<file path="config.mk">
export PLATFORM = sky130hd
export DESIGN_NAME = tiny_pairing_ctrl
export DESIGN_NICKNAME = d
export VERILOG_FILES = /design/src/rtl/tiny_pairing_ctrl.sv
export SDC_FILE = /design/constraint.sdc
export NUM_CORES = 2
export LEC_CHECK = 0
export CAP_MARGIN = 5
export CORE_AREA = 2 2 537 539
export DETAILED_ROUTE_END_ITERATION = 16
export DIE_AREA = 0 0 539 541
export HOLD_SLACK_MARGIN = 0.03
export SLEW_MARGIN = 20
export SYNTH_ARGS = -nofsm -noshare
export SYNTH_HDL_FRONTEND = slang
export SYNTH_SLANG_ARGS = --single-unit
</file>
<file path="constraint.sdc">
create_clock -name clk -period 43.4 [get_ports clk]
set_clock_uncertainty 0.15 [all_clocks]
set_input_delay 8.68 -clock clk [delete_from_list [all_inputs] [get_ports clk]]
set_output_delay 8.68 -clock clk [all_outputs]
set_load 0.05 [all_outputs]
</file>
<file path="src/rtl/tiny_pairing_ctrl.sv">
// Host-side sequencer for the tiny Tate pairing core: loads one job, runs the core, streams six result words.
// Optional watchdog on the RUN phase is enabled by defining TINY_CTRL_TIMEOUT_EN.
module tiny_pairing_ctrl #(
  parameter logic [23:0] TIMEOUT_CYCLES = 24'd4000000
) (
  input  logic         clk,
  input  logic         reset,
  input  logic         job_valid,
  output logic         job_ready,
  input  logic [193:0] job_xp,
  input  logic [193:0] job_yp,
  input  logic [193:0] job_xq,
  input  logic [193:0] job_yq,
  output logic         res_valid,
  input  logic         res_ready,
  output logic [193:0] res_data,
  output logic [2:0]   res_idx,
  output logic         res_last,
  output logic         busy,
  output logic         err,
  output logic         core_reset,
  output logic         core_sel,
  output logic         core_w,
  output logic [5:0]   core_addr,
  output logic [197:0] core_data,
  input  logic [197:0] core_out,
  input  logic         core_done
);

  typedef enum logic [2:0] {IDLE, LOAD, RUN, RD_ADDR, RD_CAP, RD_OUT} state_t;

  state_t       state_reg, state_next;
  logic [1:0]   cnt_reg, cnt_next;
  logic [2:0]   k_reg, k_next;
  logic         done_q;
  logic [193:0] yp_reg, yp_next, xq_reg, xq_next, yq_reg, yq_next;
  logic         res_valid_reg, res_valid_next;
  logic [193:0] res_data_reg, res_data_next;
  logic [2:0]   res_idx_reg, res_idx_next;
  logic         res_last_reg, res_last_next;
  logic         err_reg, err_next;
  logic         core_reset_reg, core_reset_next;
  logic         core_sel_reg, core_sel_next;
  logic         core_w_reg, core_w_next;
  logic [5:0]   core_addr_reg, core_addr_next;
  logic [197:0] core_data_reg, core_data_next;

`ifdef TINY_CTRL_TIMEOUT_EN
  logic [23:0]  tcnt_reg, tcnt_next;
  logic         unused_core_bits;
  assign unused_core_bits = ^core_out[197:194];
`else
  logic         unused_bits;
  assign unused_bits = ^{core_out[197:194], TIMEOUT_CYCLES};
`endif

  assign job_ready  = (state_reg == IDLE);
  assign busy       = (state_reg != IDLE);
  assign res_valid  = res_valid_reg;
  assign res_data   = res_data_reg;
  assign res_idx    = res_idx_reg;
  assign res_last   = res_last_reg;
  assign err        = err_reg;
  assign core_reset = core_reset_reg;
  assign core_sel   = core_sel_reg;
  assign core_w     = core_w_reg;
  assign core_addr  = core_addr_reg;
  assign core_data  = core_data_reg;

  always_ff @(posedge clk or posedge reset) begin
    if (reset) begin
      state_reg      <= IDLE;
      cnt_reg        <= 2'd0;
      k_reg          <= 3'd0;
      done_q         <= 1'b0;
      yp_reg         <= '0;
      xq_reg         <= '0;
      yq_reg         <= '0;
      res_valid_reg  <= 1'b0;
      res_data_reg   <= '0;
      res_idx_reg    <= 3'd0;
      res_last_reg   <= 1'b0;
      err_reg        <= 1'b0;
      core_reset_reg <= 1'b1;
      core_sel_reg   <= 1'b0;
      core_w_reg     <= 1'b0;
      core_addr_reg  <= 6'd0;
      core_data_reg  <= '0;
`ifdef TINY_CTRL_TIMEOUT_EN
      tcnt_reg       <= 24'd0;
`endif
    end else begin
      state_reg      <= state_next;
      cnt_reg        <= cnt_next;
      k_reg          <= k_next;
      done_q         <= core_done;
      yp_reg         <= yp_next;
      xq_reg         <= xq_next;
      yq_reg         <= yq_next;
      res_valid_reg  <= res_valid_next;
      res_data_reg   <= res_data_next;
      res_idx_reg    <= res_idx_next;
      res_last_reg   <= res_last_next;
      err_reg        <= err_next;
      core_reset_reg <= core_reset_next;
      core_sel_reg   <= core_sel_next;
      core_w_reg     <= core_w_next;
      core_addr_reg  <= core_addr_next;
      core_data_reg  <= core_data_next;
`ifdef TINY_CTRL_TIMEOUT_EN
      tcnt_reg       <= tcnt_next;
`endif
    end
  end

  // Registered outputs are computed for the state being entered, so they line up with that state.
  always_comb begin
    state_next      = state_reg;
    cnt_next        = cnt_reg;
    k_next          = k_reg;
    yp_next         = yp_reg;
    xq_next         = xq_reg;
    yq_next         = yq_reg;
    res_valid_next  = res_valid_reg;
    res_data_next   = res_data_reg;
    res_idx_next    = res_idx_reg;
    res_last_next   = res_last_reg;
    err_next        = err_reg;
    core_reset_next = core_reset_reg;
    core_sel_next   = core_sel_reg;
    core_w_next     = core_w_reg;
    core_addr_next  = core_addr_reg;
    core_data_next  = core_data_reg;
`ifdef TINY_CTRL_TIMEOUT_EN
    tcnt_next       = tcnt_reg;
`endif

    case (state_reg)
      IDLE: begin
        if (job_valid) begin
          state_next      = LOAD;
          cnt_next        = 2'd0;
          err_next        = 1'b0;
          yp_next         = job_yp;
          xq_next         = job_xq;
          yq_next         = job_yq;
          core_reset_next = 1'b1;
          core_sel_next   = 1'b1;
          core_w_next     = 1'b1;
          core_addr_next  = 6'd3;
          core_data_next  = {4'b0, job_xp};
        end
      end

      LOAD: begin
        cnt_next = cnt_reg + 2'd1;
        case (cnt_reg)
          2'd0: begin
            core_addr_next = 6'd5;
            core_data_next = {4'b0, yp_reg};
          end
          2'd1: begin
            core_addr_next = 6'd6;
            core_data_next = {4'b0, xq_reg};
          end
          2'd2: begin
            core_addr_next = 6'd7;
            core_data_next = {4'b0, yq_reg};
          end
          default: begin
            state_next      = RUN;
            core_reset_next = 1'b0;
            core_sel_next   = 1'b0;
            core_w_next     = 1'b0;
`ifdef TINY_CTRL_TIMEOUT_EN
            tcnt_next       = 24'd0;
`endif
          end
        endcase
      end

      RUN: begin
        // Only a fresh rising edge counts; a done level left over from an earlier run is ignored.
        if (core_done && !done_q) begin
          state_next     = RD_ADDR;
          k_next         = 3'd0;
          core_sel_next  = 1'b1;
          core_w_next    = 1'b0;
          core_addr_next = 6'd9;
        end
`ifdef TINY_CTRL_TIMEOUT_EN
        else if (tcnt_reg == TIMEOUT_CYCLES - 24'd1) begin
          state_next      = IDLE;
          err_next        = 1'b1;
          core_reset_next = 1'b1;
        end else begin
          tcnt_next = tcnt_reg + 24'd1;
        end
`endif
      end

      RD_ADDR: begin
        state_next = RD_CAP;
      end

      RD_CAP: begin
        state_next     = RD_OUT;
        res_valid_next = 1'b1;
        res_data_next  = core_out[193:0];
        res_idx_next   = k_reg;
        res_last_next  = (k_reg == 3'd5);
        core_sel_next  = 1'b0;
      end

      RD_OUT: begin
        if (res_ready) begin
          res_valid_next = 1'b0;
          res_last_next  = 1'b0;
          if (k_reg == 3'd5) begin
            state_next      = IDLE;
            core_reset_next = 1'b1;
          end else begin
            state_next     = RD_ADDR;
            k_next         = k_reg + 3'd1;
            core_sel_next  = 1'b1;
            core_addr_next = 6'd9 + {3'd0, k_reg + 3'd1};
          end
        end
      end

      default: state_next = IDLE;
    endcase
  end

endmodule
</file>
## After elaboration in Yosys (flattened, before gate mapping)

Cells that the tools add are included.

- $add $sub $neg: 3
- Equal/unequal tests: 15
- Muxes and demuxes: 35
- Reductions and logical operators: 23

Operator list:

| cell | number |
|---|---|
| 198-bit case mux with 3 select lines | 1 |
| 198-bit case mux with 2 select lines | 1 |
| 198-bit two-way mux | 1 |
| 6-bit two-way mux | 4 |
| 6-bit case mux with 4 select lines | 1 |
| 3-bit two-way mux | 7 |
| 3-bit case mux with 6 select lines | 1 |
| 6-bit case mux with 3 select lines | 1 |
| 2-bit inequality test (second input constant) | 6 |
| 4-bit AND reduction | 3 |
| 6-bit AND reduction | 2 |
| 3-bit == test (second input constant) | 3 |
| 1-bit two-way mux | 9 |
| 3-bit nonzero test | 3 |
| 3-bit by 2-bit == test with 1-bit output (second input constant) | 2 |
| 1-bit case mux with 3 select lines | 2 |
| 3-bit case mux with 2 select lines | 1 |
| 2-bit AND reduction | 3 |
| 2-bit nonzero test | 3 |
| 4-bit by 3-bit adder with 5-bit output (first input constant) | 1 |
| 1-bit case mux with 5 select lines | 1 |
| 5-bit AND reduction | 1 |
| 5-bit nonzero test | 1 |
| 2-bit two-way mux | 2 |
| 15 further kinds | 16 |

- Register bits after elaboration: 997
- Input port bits: 979
- Output and inout bits: 409
- Word-level logic and storage cells: 92

## Longest topological paths before layout

- Depth in word-level cells: 5
- Depth in mapped cells: 10
- Depth with buffers taken out: 6

## Worst setup path after synthesis

Ideal clock, no wire load.

- Path kind: register -> output
- From: register state_reg[2]
- To: output port busy
- Arrival time: 1.780 ns
- Required time: 34.570 ns
- Setup slack: 32.790 ns
- Cell stages (with the launch flop): 4
- Path buffers: 1
- Cell sequence: dfrtp_1 > buf_2 > nor3_2 > inv_1

- Word-level cells in the longest chain between the ends: 1

Ends and longest elaborated chain:

| element | line | RTL |
|---|---|---|
| start, declared | 32 | `state_t state_reg, state_next;` |
| start signal, assigned | 93 | `state_reg <= state_next;` |
| 3-bit nonzero test | 58 | `assign busy = (state_reg != IDLE);` |
| end, declared | 19 | `output logic busy,` |

No other way between the ends.

## Worst setup path in the final report

- From: input port job_valid
- To: register yq_reg[171]

- Word-level cells in the longest chain between the ends: 1

Ends and longest elaborated chain:

| element | line | RTL |
|---|---|---|
| start, declared | 8 | `input logic job_valid,` |
| 2-bit AND reduction (no line) | -- |  |
| end signal, assigned | 99 | `yq_reg <= yq_next;` |
| end, declared | 36 | `logic [193:0] yp_reg, yp_next, xq_reg, xq_next, yq_reg, yq_next;` |

No other way between the ends.
A chain may end at the register's enable or synchronous reset.

==> results.yml <==
routing:
  final_antenna_net_count: 0
  wl_per_cell_um: 24.6
  drt_wl_total_mm: 249
  vias: 40200
  vias_per_cell: 3.97
  drc_errors: 0
  dr.pass1.iters: 6
  first_iter_violations: 3110
synth:
  postSynthAreaPerCell_um2: 8.74
  synthesis.area_mm2: 0.0433
  synthArstFlopShare: 1.00
  yosysWarnings: 0
  ys.flop_type: "dfrtp_1"
  ys_seq_area_frac: 0.574
  synth.distinct_cells: 47
  yosysTopAreaCell: "dfrtp_1"
  netlist_instances: 4953
  synth.top_cell.area_share: 0.573
  ys_ff_latch: 992
  synth_area_leaders: "dfrtp_1 57%, nand2_1 20%, a211oi_2 5.3%"
  synth_edf_count: 0
die:
  io_pins: 1388
  start_util: 0.151
  core_area_mm2: 0.286
  fp.dieW_um: 539
  die_y_um: 541
  die-area_mm2: 0.292
  fp-row-count: 197
critical_path:
  worstPathArrival_ns: 13.52
  worstPathCellList: "clkdlybuf4s50_1 -> nand2_4 -> buf_4 -> buf_4 -> buf_4 -> buf_4 -> nand2_1 -> nand2_1"
  endpoint_kind: "register"
  crit_family: "buffers and inverters"
  cpMostUsedCell: "buf_4"
  critPathBufInv: 5
  crit_fanout: 74
  critPathLaunchType: "input port"
  crit_slowest_cell: "buf_4"
  required_ns: 44.01
  crit_type: "in -> reg"
  slowest_delay_ns: 0.80
grt:
  grt_pass1_vias: 38700
  grt_max_degree: 175
  overflow: 0
  gr-usage-all-layers: 0.164
  grt_pass1_wl_mm: 334
  antenna_found_initial: 227
clock_network:
  ctsHoldBuffers: 0
  cts_resized: 0
  path_clk_slew_ns: 0.06
  htree_levels: 3
  root_buffer: "clkbuf_16"
  clk_path_buf_depth: 4
  cts_buffers: 123
  post-cts-setup-buffer-count: 0
  cts.sinks: 992
  worst_skew_pair.late_latency_ns: 0.87
  cts_tree: "done"
sta:
  slew_violations: 0
  fin_setup_tns_ns: 0
  holdWs_ns: 0.322
  fmax_ghz: 0.0774
  layout_min_cycle_time_ns: 12.91
  hold_viol_final: 0
  worst_pin_slew_ns: 1.06
  fin_crit_sh: 0.298
  rsz0062_at_grt: "no"
  relSlewSlack: 0.293
  setup_viol: 0
power_and_ir_drop:
  powerDensity_mw_per_mm2: 87.3
  p_leak_nw: 28.6
  peakVddDrop_mv: 0.0532
run:
  drv_cap: 0
finish:
  fin_nets: 7153
  areaGrowthSynthToFinish_pct: 50.6
  fill_cells: 31400
  drive_gt1_frac: 0.0735
worst_hold_path:
  hold_class: "reg -> reg"
status:
  status: "complete, no violations"
place:
  port_buffers: 1377
  place.gp.congestion: 0.899
  hpwlAfterDp_mm: 194
-- per-stage QoR --
step           cell area (um2)  power (mW)  cells  worst slack (ns)   util
6_report                 65100        5.69  10100             30.49  0.227
5_1_grt                  65000        6.01  10100             30.14  0.227
4_1_cts                  64900        5.76  10000             30.62  0.227
3_5_place_dp             60700        4.63   9820             29.68  0.212
3_3_place_gp             60700        4.60   9820             29.68  0.212
2_1_floorplan            43300        3.46   4958              6.66      -
-- synthesized netlist by cell type (4+ instances only) --
cell,number
a211oi_1,14
a211oi_2,182
a21oi_1,390
a22oi_1,195
buf_1,9
buf_2,184
buf_4,9
buf_6,21
clkbuf_1,136
dfrtp_1,991
ha_1,9
inv_1,11
nand2_1,2344
nand2b_1,5
nand3_1,4
nor2_1,394
o21ai_0,15
-- final cells by class --
cell class | instances | area (um2) | share of cell area
tap | 3781 | 4730 | 0.0726
inverter | 11 | 48.8 | 0.000749
sequential | 992 | 24800 | 0.381
clock inverter | 41 | 628 | 0.00964
clock buffer | 180 | 3600 | 0.0553
antenna | 82 | 205 | 0.00315
multi-input combinational | 3596 | 16700 | 0.257
timing repair buffer | 1441 | 14400 | 0.220
-- placed cells by master, fill, tap and decap left out, types with 26 or more instances in the layout --
cell,count
clkbuf_16,123
a21oi_1,390
a211oi_2,185
diode_2,82
nor2_1,393
buf_4,58
clkbuf_1,26
clkdlybuf4s50_1,1376
clkbuf_8,31
nand2_1,2343
a22oi_1,195
dfrtp_1,991
-- per-layer routing --
layer | GRT usage | vias up | routed length (um)
met5 | 0 | - | 1110
li1 | - | 18500 | -
met2 | 0.240 | 1770 | 105000
met3 | 0.0960 | 435 | 33600
met4 | 0.0497 | 166 | 7420
met1 | 0.201 | 19300 | 101000
-- worst reg2reg max path, stage by stage, from the launching register on --
cell and delay, ns:
dfrtp_1 0.83, nor3_2 0.24, nand2_4 0.68, buf_4 0.81, buf_4 0.83, buf_4 0.76, buf_4 0.84, nand2_1 0.22
nand2_1 0.10
-- cells by family (layout without fill, tap and decap cells) --
group,count (synthesis),in the layout,share of synthesized area
other,1,88,0.0000867
muxes,5,5,0.00124
and+or+nand+nor,2759,2759,0.241
DFF,992,992,0.574
adders and majority gates,9,9,0.00260
buffers and inverters,370,1673,0.0418
xor gates and xnor gates,2,2,0.000405
AOI/OAI and AO/OA,815,815,0.139
-- power by group --
group	internal [mW]	switching, mW	leakage [nW]	total (mW)
Combinational	0.856	2.09	14.5	2.95
Clock	0.646	0.449	2.07	1.10
Sequential	1.38	0.265	12.1	1.65
-- worst paths after layout --
| path | startpoint | endpoint | slack, ns | depth (start not counted) |
|---|---|---|---|---|
| worst min register to register | yp_reg[121] | yp_reg[121] | 0.32 | 2 |
| worst max register to register | state_reg[2] | yq_reg[171] | 37.85 | 8 |
| max in group asynchronous | reset | yq_reg[139] | 30.70 | 7 |
| worst max-delay path | job_valid | yq_reg[171] | 30.49 | 8 |
| worst min-delay path | yp_reg[121] | yp_reg[121] | 0.32 | 2 |
| min in group asynchronous | reset | yp_reg[80] | 8.15 | 2 |
(Power assumes the default switching activity.)
